==> src/rtl/imem_loader.sv <==
// Instruction-memory loader: takes a word stream and writes it into IMEM at
// consecutive addresses, holding the CPU off while a load is in progress.
//
// state  | meaning
// IDLE   | waiting for start; range check and zero-count handled here
// LOAD   | accepting words, one IMEM write registered per handshake
// FINISH | last write presented; done and cpu_hold release follow
module imem_loader #(
  parameter int DEPTH     = 1024,
  parameter bit BOOT_HOLD = 1'b1
) (
  input  logic        clk,
  input  logic        rst_n,
  input  logic        start,
  input  logic [31:0] base_addr,
  input  logic [31:0] word_cnt,
  input  logic        in_valid,
  input  logic [31:0] in_data,
  output logic        in_ready,
  output logic        im_write,
  output logic [31:0] im_addr,
  output logic [31:0] im_wdata,
  output logic        cpu_hold,
  output logic        busy,
  output logic        done,
  output logic        err
);

  localparam logic [1:0] IDLE   = 2'd0;
  localparam logic [1:0] LOAD   = 2'd1;
  localparam logic [1:0] FINISH = 2'd2;

  localparam logic [32:0] DEPTH_EXT = 33'(DEPTH);

  logic [1:0]  state;
  logic [31:0] ptr;
  logic [31:0] cnt;
  logic [32:0] end_addr;
  logic        range_bad;
  logic        handshake;

  // 33-bit sum so a huge base/count pair cannot wrap past the check
  assign end_addr  = {1'b0, base_addr} + {1'b0, word_cnt};
  assign range_bad = end_addr > DEPTH_EXT;
  assign in_ready  = (state == LOAD);
  assign busy      = (state != IDLE);
  assign handshake = in_ready & in_valid;

  always_ff @(posedge clk or negedge rst_n) begin
    if (!rst_n) begin
      state    <= IDLE;
      ptr      <= '0;
      cnt      <= '0;
      im_write <= 1'b0;
      im_addr  <= '0;
      im_wdata <= '0;
      done     <= 1'b0;
      err      <= 1'b0;
      cpu_hold <= BOOT_HOLD;
    end else begin
      im_write <= 1'b0;
      done     <= 1'b0;
      case (state)
        IDLE: begin
          if (start) begin
            ptr <= base_addr;
            cnt <= word_cnt;
            if (range_bad) begin
              err <= 1'b1;
            end else begin
              err <= 1'b0;
              if (word_cnt == 32'd0) begin
                done     <= 1'b1;
                cpu_hold <= 1'b0;
              end else begin
                state    <= LOAD;
                cpu_hold <= 1'b1;
              end
            end
          end
        end
        LOAD: begin
          if (handshake) begin
            im_write <= 1'b1;
            im_addr  <= ptr;
            im_wdata <= in_data;
            ptr      <= ptr + 32'd1;
            cnt      <= cnt - 32'd1;
            if (cnt == 32'd1) state <= FINISH;
          end
        end
        FINISH: begin
          state    <= IDLE;
          done     <= 1'b1;
          cpu_hold <= 1'b0;
        end
        default: state <= IDLE;
      endcase
    end
  end

endmodule

==> config.mk <==
export PLATFORM = sky130hd
export DESIGN_NAME = imem_loader
export DESIGN_NICKNAME = d
export VERILOG_FILES = /design/src/rtl/imem_loader.sv
export SDC_FILE = /design/constraint.sdc
export NUM_CORES = 1
export LEC_CHECK = 0
export CAP_MARGIN = 20
export CORE_AREA = 10 10 119 164
export DETAILED_ROUTE_END_ITERATION = 6
export DIE_AREA = 0 0 129 174
export PLACE_DENSITY = 0.81
export SLEW_MARGIN = 20
export SYNTH_ARGS = -nofsm -noshare
export SYNTH_HDL_FRONTEND = slang
export SYNTH_SLANG_ARGS = --single-unit
export TNS_END_PERCENT = 30
==> constraint.sdc <==
create_clock -name clk -period 3.25 [get_ports clk]
set_clock_uncertainty 0.05 [all_clocks]
set_input_delay 0.4875 -clock clk [delete_from_list [all_inputs] [get_ports clk]]
set_output_delay 0.4875 -clock clk [all_outputs]
set_load 0.03 [all_outputs]
Word level (Yosys, flattened, before mapping)
Index checks and enable logic that the tools add are counted.
{ "op_classes": {"add_sub_neg": 3, "magnitude_cmp": 1, "n_eq_ne": 8, "n_mux": 23, "n_bitwise": 1, "n_reduce_logical": 10} }
{ "op_table": {"columns": ["operator", "count"], "rows": [
  ["$mux W32", 4],
  ["$pmux W32 S2", 2],
  ["$add A32 B32 Y33", 1],
  ["$gt A33 B11 Y1 const B", 1],
  ["$add A32 B1 Y32 const B", 1],
  ["$eq A32 B1 Y1 const B", 1],
  ["$logic_not A32 Y1", 1],
  ["$sub A32 B1 Y32 const B", 1],
  ["$mux W2", 5],
  ["$mux W1", 9],
  ["$ne A2 B2 Y1 const B", 3],
  ["$reduce_and A3 Y1", 2],
  ["$reduce_bool A2 Y1", 3],
  ["$reduce_and A5 Y1", 1],
  ["$ne A2 B1 Y1 const B", 2],
  ["$pmux W1 S2", 2],
  ["$pmux W2 S2", 1],
  ["$reduce_and A2 Y1", 2],
  ["$eq A2 B1 Y1 const B", 1],
  ["$eq A2 B2 Y1 const B", 1],
  ["$logic_not A2 Y1", 1],
  ["$and A1 B1 Y1", 1]
]} }
{ "word_totals": {"ff_bits": 134, "input_bits": 100, "out_inout_bits": 70} }

Longest topological paths before layout
Gate-level depths: netlist of the first run.
{ "logic_depth": {"depth_word": 5, "depth_mapped": 11} }

Worst setup path after synthesis of the first run
OpenSTA, ideal clock, no wires.
{ "synth_timing": {"path_type": "input port to flip-flop", "from": "input base_addr[0]", "to": "register cpu_hold", "arrival_ns": 3.212, "t_required_ns": 3.111, "slack_ns": -0.101, "cell_stages": 11, "n_path_buf": 0, "cell_sequence": "ha_1 fa_1 a211oi_1 o21ai_0 a221o_1 nand3_1 mux2i_1 or4_1 a2111oi_2 and3_1 o211ai_1"} }
{ "synth_between": {"elab_chain_len": 4} }
{ "synth_lines": {"columns": ["item", "line_no", "source"], "rows": [
  ["from (decl)", "15", "input logic [31:0] base_addr,"],
  ["$add A32 B32 Y33", "43", "assign end_addr = {1'b0, base_addr} + {1'b0, word_cnt};"],
  ["$gt A33 B11 Y1", "44", "assign range_bad = end_addr > DEPTH_EXT;"],
  ["$ne A2 B2 Y1 (no line)", null, null],
  ["$reduce_and A3 Y1 (no line)", null, null],
  ["to (signal assigned)", "59", "cpu_hold <= BOOT_HOLD;"],
  ["to (signal assigned)", "74", "cpu_hold <= 1'b0;"],
  ["to (signal assigned)", "77", "cpu_hold <= 1'b1;"],
  ["to (decl)", "23", "output logic cpu_hold,"]
]} }
No other way between the ends.
A chain may end at the register's enable or synchronous reset.

Final worst setup path of the first run
{ "layout_timing": {"from": "input word_cnt[11]", "to": "register cpu_hold"} }
{ "layout_between": {"elab_chain_len": 5} }
{ "layout_lines": {"columns": ["item", "line_no", "source"], "rows": [
  ["from (decl)", "16", "input logic [31:0] word_cnt,"],
  ["parallel branches: the longest is 5 deep, another holds $add A32 B32 Y33", null, null]
]} }
Several ways; the timed one is not identified. The select of a mux whose other input is x is not followed.

==> impl_results.md, run 1 <==
- Reg clk slew, reported paths: ~0.06 ns
- # DRC: 0
- Flop pwr share: a little under two fifths
- Critical-path top delay cell: clkdlybuf4s50_1
- Reg area: between 0.003 and 0.004 mm2
- Hold_ws: -0.009882 ns
- Largest net degree at the start of global routing: 78
- Final Wtd Congestion: ~0.98
- Worst path most repeated cell: o211ai_1
- DP Area: 0.01166 mm2
- Synth Instances: 989
- Minimum clock period after layout: 3.221 ns
- Main synth FF type: dfrtp_1
- CP Capture Type: register
- Port Buffers: 169
- Max-slew violation count: 0
- Fill cells: between 1k and 1.5k
- Initial antenna violation count: 0
- Antenna cells: 0
- Min-delay worst type: in -> async
- DP HPWL: 22440 um
- Rel. slew slack: 61.20%
- Crit path cell chain: clkdlybuf4s50_1 > ha_4 > a21oi_2 > o211ai_1 > a2bb2oi_1 > or4b_4 > a2111oi_4 > nor4b_2 > buf_4 > o2111a_2 > and3_1 > o211ai_1
- Leakage: 0.005588 uW
- Worst EP arrival: approximately 3.5 ns
- Number of global-route vias before repair: 9181
- Reg2reg start: cnt[5]
- GR Overflow Total: 0
- Sw frac: 29.75%
- Reg2reg setup slack: approximately 0.080 ns
- Cts bufs inserted: 17
- Avg WL per Cell: 20.26 um
- F_max: 310.5 MHz
- Share of cells above drive strength 1: a little over a quarter
- Worst skew pair latency: between 0.4 and 0.5 ns
- Internal power: 3466 uW
- CTS Root Cell: clkbuf_16
- Final #Nets: 1438
- Max-cap violations: 0
- Worst-path fanout max: 4
- Post-synth EDFFs: 0
- RSZ-0062 raised after global routing: true
- Seq/Total Area, Yosys: approximately 39%
- Vias/cell: 6.160
- Per-instance average area after synthesis: 8.670 um2
- DR vias: 9351
- Area Growth Syn to Fin: 48.39%
- Die W: 129 um
- Net Switching: ~1500 uW
- Post-DRT Antenna Nets: 0
- Max H-tree Level: 4
- CTS tree: done
- Hold-fix buffer count after cts: 0
- Slew @ Worst Pin: roughly 0.58 ns
- Fin util: 76.94%
- Final Hold Viols: 8
- Syn nets: about 1.1k
- Global-route wire length before repair: 46660 um
- FF-to-FF End: cnt[29]
- Gate power share: 23.6%
- Max incr delay on CP: 0.58 ns
- Worst endpoint required time: 3.54 ns
- YS warnings: 0
- Outcome: finished, violations left
- Final period utilization: 99.09%
- Final setup vio count: 0
- Mapped Area: 0.008574 mm2
- Worst Reg-to-Reg Cells: 9
- Placeable Area: 0.01654 mm2
- Die Span Y: 174 um
- Footprint of the multi-input gates: 0.005319 mm2
- Cell variety after synth: 73
- Design Area, Final: around 0.013 mm2
- Row count: between 50 and 60
- FF+latch count, synth: 134
- Clock network power share: about two fifths
- Number of placed I/O pins: between 150 and 200
- Max VDD drop: 383.4 uV
- Critical Path Source Type: input port
- Max Root-Sink Buffers: 2
- Die area: 0.02245 mm2
- Power per Cell Area: 387.8 mW/mm2
- Initial core utilization: between 50% and 60%
- Routed WL: 30760 um
- Gr usage total: around 26%
- DR pass1 iterations: 6
- Ys async rst share: between 90% and 100%
- Failing checks: hold timing
- Worst Setup Path Type: in -> reg
- Clk sink count: 134
- Detailed router's first-iteration violation count: 775
[power groups by stage]
stage	Combinational (uW)	Clock (uW)	Sequential, uW
global route	1250	2020	1840
finish	1160	1940	1830
detailed placement	1030	0	1850
CTS	1060	1950	1820
global placement	1010	0	1840
floorplan	490	0	1830
[registers in the layout, summed over array words and instances (netlist names)]
register  cells
state         2
ptr          32
im_addr      32
err           1
cnt          32
im_write      1
im_wdata     32
done          1
cpu_hold      1
[synth_stat cells, types with 10 or more instances]
cell type	count	share of area (%)
o21ai_0	90	5.3
nor2_1	72	3.2
mux2_2	62	8.1
and3_1	10	0.73
nor4_1	18	1.3
clkbuf_1	50	2.2
a22oi_1	12	1.1
dfrtp_1	133	39
o22ai_1	24	1.8
ha_1	35	5.1
nand4_1	26	1.9
o211ai_1	14	1.2
a21oi_1	121	7.1
nand2_1	99	4.3
nor3_1	19	1.1
a31oi_1	10	0.73
nand3_1	36	2.1
inv_1	16	0.70
a21o_1	20	1.8
[how the worst max path moves through the flow]
stage | start | end | slack, ns | cells past startpoint
floorplan | base_addr[0] | cpu_hold | 0.01 | 11
global placement | base_addr[0] | cpu_hold | -0.58 | 12
detailed placement | base_addr[0] | cpu_hold | -0.66 | 12
finish | word_cnt[11] | cpu_hold | 0.03 | 12
global route | word_cnt[7] | err | -0.04 | 13
CTS | base_addr[6] | cpu_hold | 0.002 | 12
[timing repair]
item / in CTS / in global routing
resized for setup: 24 / 58
setup endpoints to repair: 4 / 5
setup buffers: 2 / 8
pin swaps: 9 / 34
[cell families after synthesis]
kind of cell    synth area share (%)
compound gates                 23.06
xor+xnor                       1.328
fa+ha+maj                      5.341
buf+inv                        3.458
flops                          39.12
mux                            8.609
simple gates                   19.09
[cell usage in the layout (no fill, tap or decap), types with 19 or more instances in the layout]
| master | Yosys | layout |
|---|---|---|
| buf_4 | 0 | 182 |
| nand4_1 | 26 | 26 |
| a21o_1 | 20 | 20 |
| nand3_1 | 36 | 35 |
| a21oi_1 | 121 | 109 |
| mux2_2 | 62 | 62 |
| o22ai_1 | 24 | 23 |
| o21ai_0 | 90 | 86 |
| nand2_1 | 99 | 96 |
| dfrtp_1 | 133 | 133 |
| clkdlybuf4s50_1 | 0 | 152 |
| nor2_1 | 72 | 71 |
| ha_1 | 35 | 22 |
| nor3_1 | 19 | 19 |
[layer usage]
layer	global-route usage (%)	vias up	routed length (um)
li1	-	4322	-
met1	29.15	4438	11620
met2	45.30	478	15580
met3	4.172	113	2058
met4	12.12	0	1506
met5	0	-	0
[critical path, delay by kind of cell]
family,cells,cell delay (ns)
AOI/OAI and AO/OA,6,1.15
adders and majority gates,1,0.24
buffers and inverters,2,0.73
and+or+nand+nor,3,0.91
[final cells by class]
| type | instances | share of cell area, % |
|---|---|---|
| multi-input combinational | 777 | 41.80 |
| sequential | 134 | 26.36 |
| timing repair buffer | 354 | 24.64 |
| clock buffer | 18 | 3.373 |
| tap | 203 | 1.996 |
| clock inverter | 14 | 1.288 |
| inverter | 18 | 0.5310 |
[per-stage QoR]
step                power, uW  std cells  TNS (ns)  setup WS [ns]
floorplan                2317        989         0        0.01412
global placement         2856       1476    -2.200        -0.5753
detailed placement       2882       1476    -2.505        -0.6553
CTS                      4837       1510         0       0.001975
global route             5108       1518  -0.08931       -0.03592
finish                   4934       1518         0        0.02949
Power figures use the tool's default switching activity.
==> run 2: changes to the inputs <==
Settings changed: MAX_ROUTING_LAYER set to met4.
==> impl_results.md, run 2 (synthesis gave the netlist of run 1 again) <==
- Sw frac: 29.40%
- Slew @ Worst Pin: 0.7127 ns
- Max VDD drop: 433.6 uV
- Power per Cell Area: 385.6 mW/mm2
- Cts bufs inserted: 17
- CP delay by family, top: compound AO/OA/AOI/OAI gates
- Max incr delay on CP: 0.45 ns
- Tot Pwr: 4899 uW
- Die area: 0.02245 mm2
- Worst-path fanout max: 4
- CTS tree: done
- Reg clk slew, reported paths: 0.06 ns
- Number of placed I/O pins: 170
- Setup WS pre-CTS: -0.6922 ns
- Critical Path Source Type: input port
- Die Span Y: between 150 and 200 um
- Vias/cell: 6.137
- Final setup vio count: 0
- Fill cells: roughly 1.1k
- Min-delay worst type: in -> async
- Gate power share: 23.3%
- Max-cap violations: 0
- F_max: 309.9 MHz
- Global-route track usage on met1: 28.30%
- DR pass1 iterations: 5
- Worst Setup Path Type: in -> reg
- Leakage: 0.005643 uW
- Worst endpoint required time: about 3.6 ns
- Final Hold Viols: 0
- Top Usage Layer GRT: met2
- Number of global-route vias before repair: 9118
- Clock network power share: 39.4%
- Final period utilization: 99.29%
- GR Util met2: 44.27%
- RSZ-0062 raised after global routing: true
- Largest net degree at the start of global routing: 80
- Worst EP arrival: 3.52 ns
- Max H-tree Level: 4
- Avg WL per Cell: slightly below 20 um
- Setup TNS Final: 0 ns
- Net Switching: 1440 uW
- Flop pwr share: 37.3%
- Clk sink count: 134
- Internal power: 3459 uW
- Placeable Area: 0.01654 mm2
- Detailed router's first-iteration violation count: ~740
- Minimum clock period after layout: approximately 3.2 ns
- Outcome: completed
- CP Capture Type: register
- CP Buf/Inv Count: 3
- Worst Setup Slack, final: 0.02303 ns
- Initial core utilization: 51.85%
- Row count: 56
- Initial antenna violation count: 2
- Final Wtd Congestion: 0.9892
- Met3 GRT Util: ~3.8%
- Hold_ws: approximately 0.025 ns
- Post-DRT Antenna Nets: 0
- Max-slew violation count: 0
- Area Growth Syn to Fin: 48.18%
- Worst skew pair latency: 0.42 ns
- Global-route wire length before repair: 45570 um
- Die W: approximately 130 um
- Share of cells above drive strength 1: 26.35%
- Final #Nets: between 1k and 1.5k
- Fin util: ~77%
- Most common cell after layout, fill and taps aside: buf_4
- DR vias: approximately 9.3k
- Crit path cell chain: clkdlybuf4s50_1 > ha_1 > a21oi_2 > o22ai_1 > or2_1 > o211ai_1 > buf_4 > a21oi_2 > or3_1 > a2111oi_2 > buf_4 > nand4_1 > a21oi_2
- Routed WL: around 30000 um
- Worst path most repeated cell: a21oi_2
- Gr usage total: 25.62%
- Most frequent cells in the layout: buf_4 (178), clkdlybuf4s50_1 (147), dfrtp_1 (133)
- Rel. slew slack: roughly 52%
- GR Overflow Total: 0
- Critical-path top delay cell: clkdlybuf4s50_1
- CTS Root Cell: clkbuf_16
- Port Buffers: 169
- # DRC: 0
- Max Root-Sink Buffers: 2
- DP HPWL: 22480 um
## run 2: metal layers
| layer | up-vias | wire (um) |
|---|---|---|
| met1 | 4452 | 11240 |
| met5 | - | 0 |
| met3 | 98 | 2028 |
| li1 | 4306 | - |
| met4 | 0 | 1371 |
| met2 | 460 | 15260 |
## run 2: per-stage QoR
stage | std cells | area, um2
finish | 1518 | 12710
global route | 1518 | 12710
CTS | 1509 | 12360
detailed placement | 1477 | 11670
global placement | 1477 | 11670
floorplan | 989 | 8592
## run 2: worst paths after layout
kind	start	slack (ns)	cells after the start	endpoint
max	word_cnt[6]	0.02	13	done
min in group clk	base_addr[0]	0.35	3	ptr[0]
min	rst_n	0.02	1	ptr[29]
min reg2reg	im_addr[2]	0.44	2	im_addr[2]
max in group asynchronous	rst_n	2.28	2	cpu_hold
max reg2reg	cnt[6]	0.09	9	cnt[29]
## run 2: what timing repair did
action | 4_1_cts | 5_1_grt
setup buffers | 1 | 7
resized for setup | 19 | 71
hold buffers | 0 | 0
endpoints found under the setup margin | 4 | 4
pin swaps | 14 | 31
hold endpoints to repair | 0 | 0
## run 2: final cells by class
type / instances / area [um2] / share of cell area [%]
clock buffer: 17 / 425.4 / 3.348
antenna: 2 / 5.005 / 0.03939
sequential: 134 / 3354 / 26.40
timing repair buffer: 353 / 3161 / 24.87
clock inverter: 14 / 163.9 / 1.290
tap: 203 / 254.0 / 1.999
multi-input combinational: 777 / 5275 / 41.52
inverter: 18 / 67.56 / 0.5318
## run 2: power by group through the flow
| stage | combinational, uW | sequential, uW | clock (uW) |
|---|---|---|---|
| 2_1_floorplan | 490 | 1830 | 0 |
| 3_3_place_gp | 1010 | 1840 | 0 |
| 3_5_place_dp | 1030 | 1850 | 0 |
| 4_1_cts | 1060 | 1820 | 1940 |
| 5_1_grt | 1240 | 1840 | 2020 |
| 6_report | 1140 | 1830 | 1930 |
==> run 3: changes to the inputs <==
Settings changed: CTS_CLUSTER_DIAMETER set to 30.
==> results of run 3 <==
Same layout as run 2: the final DEF is identical, and so are final timing and power.
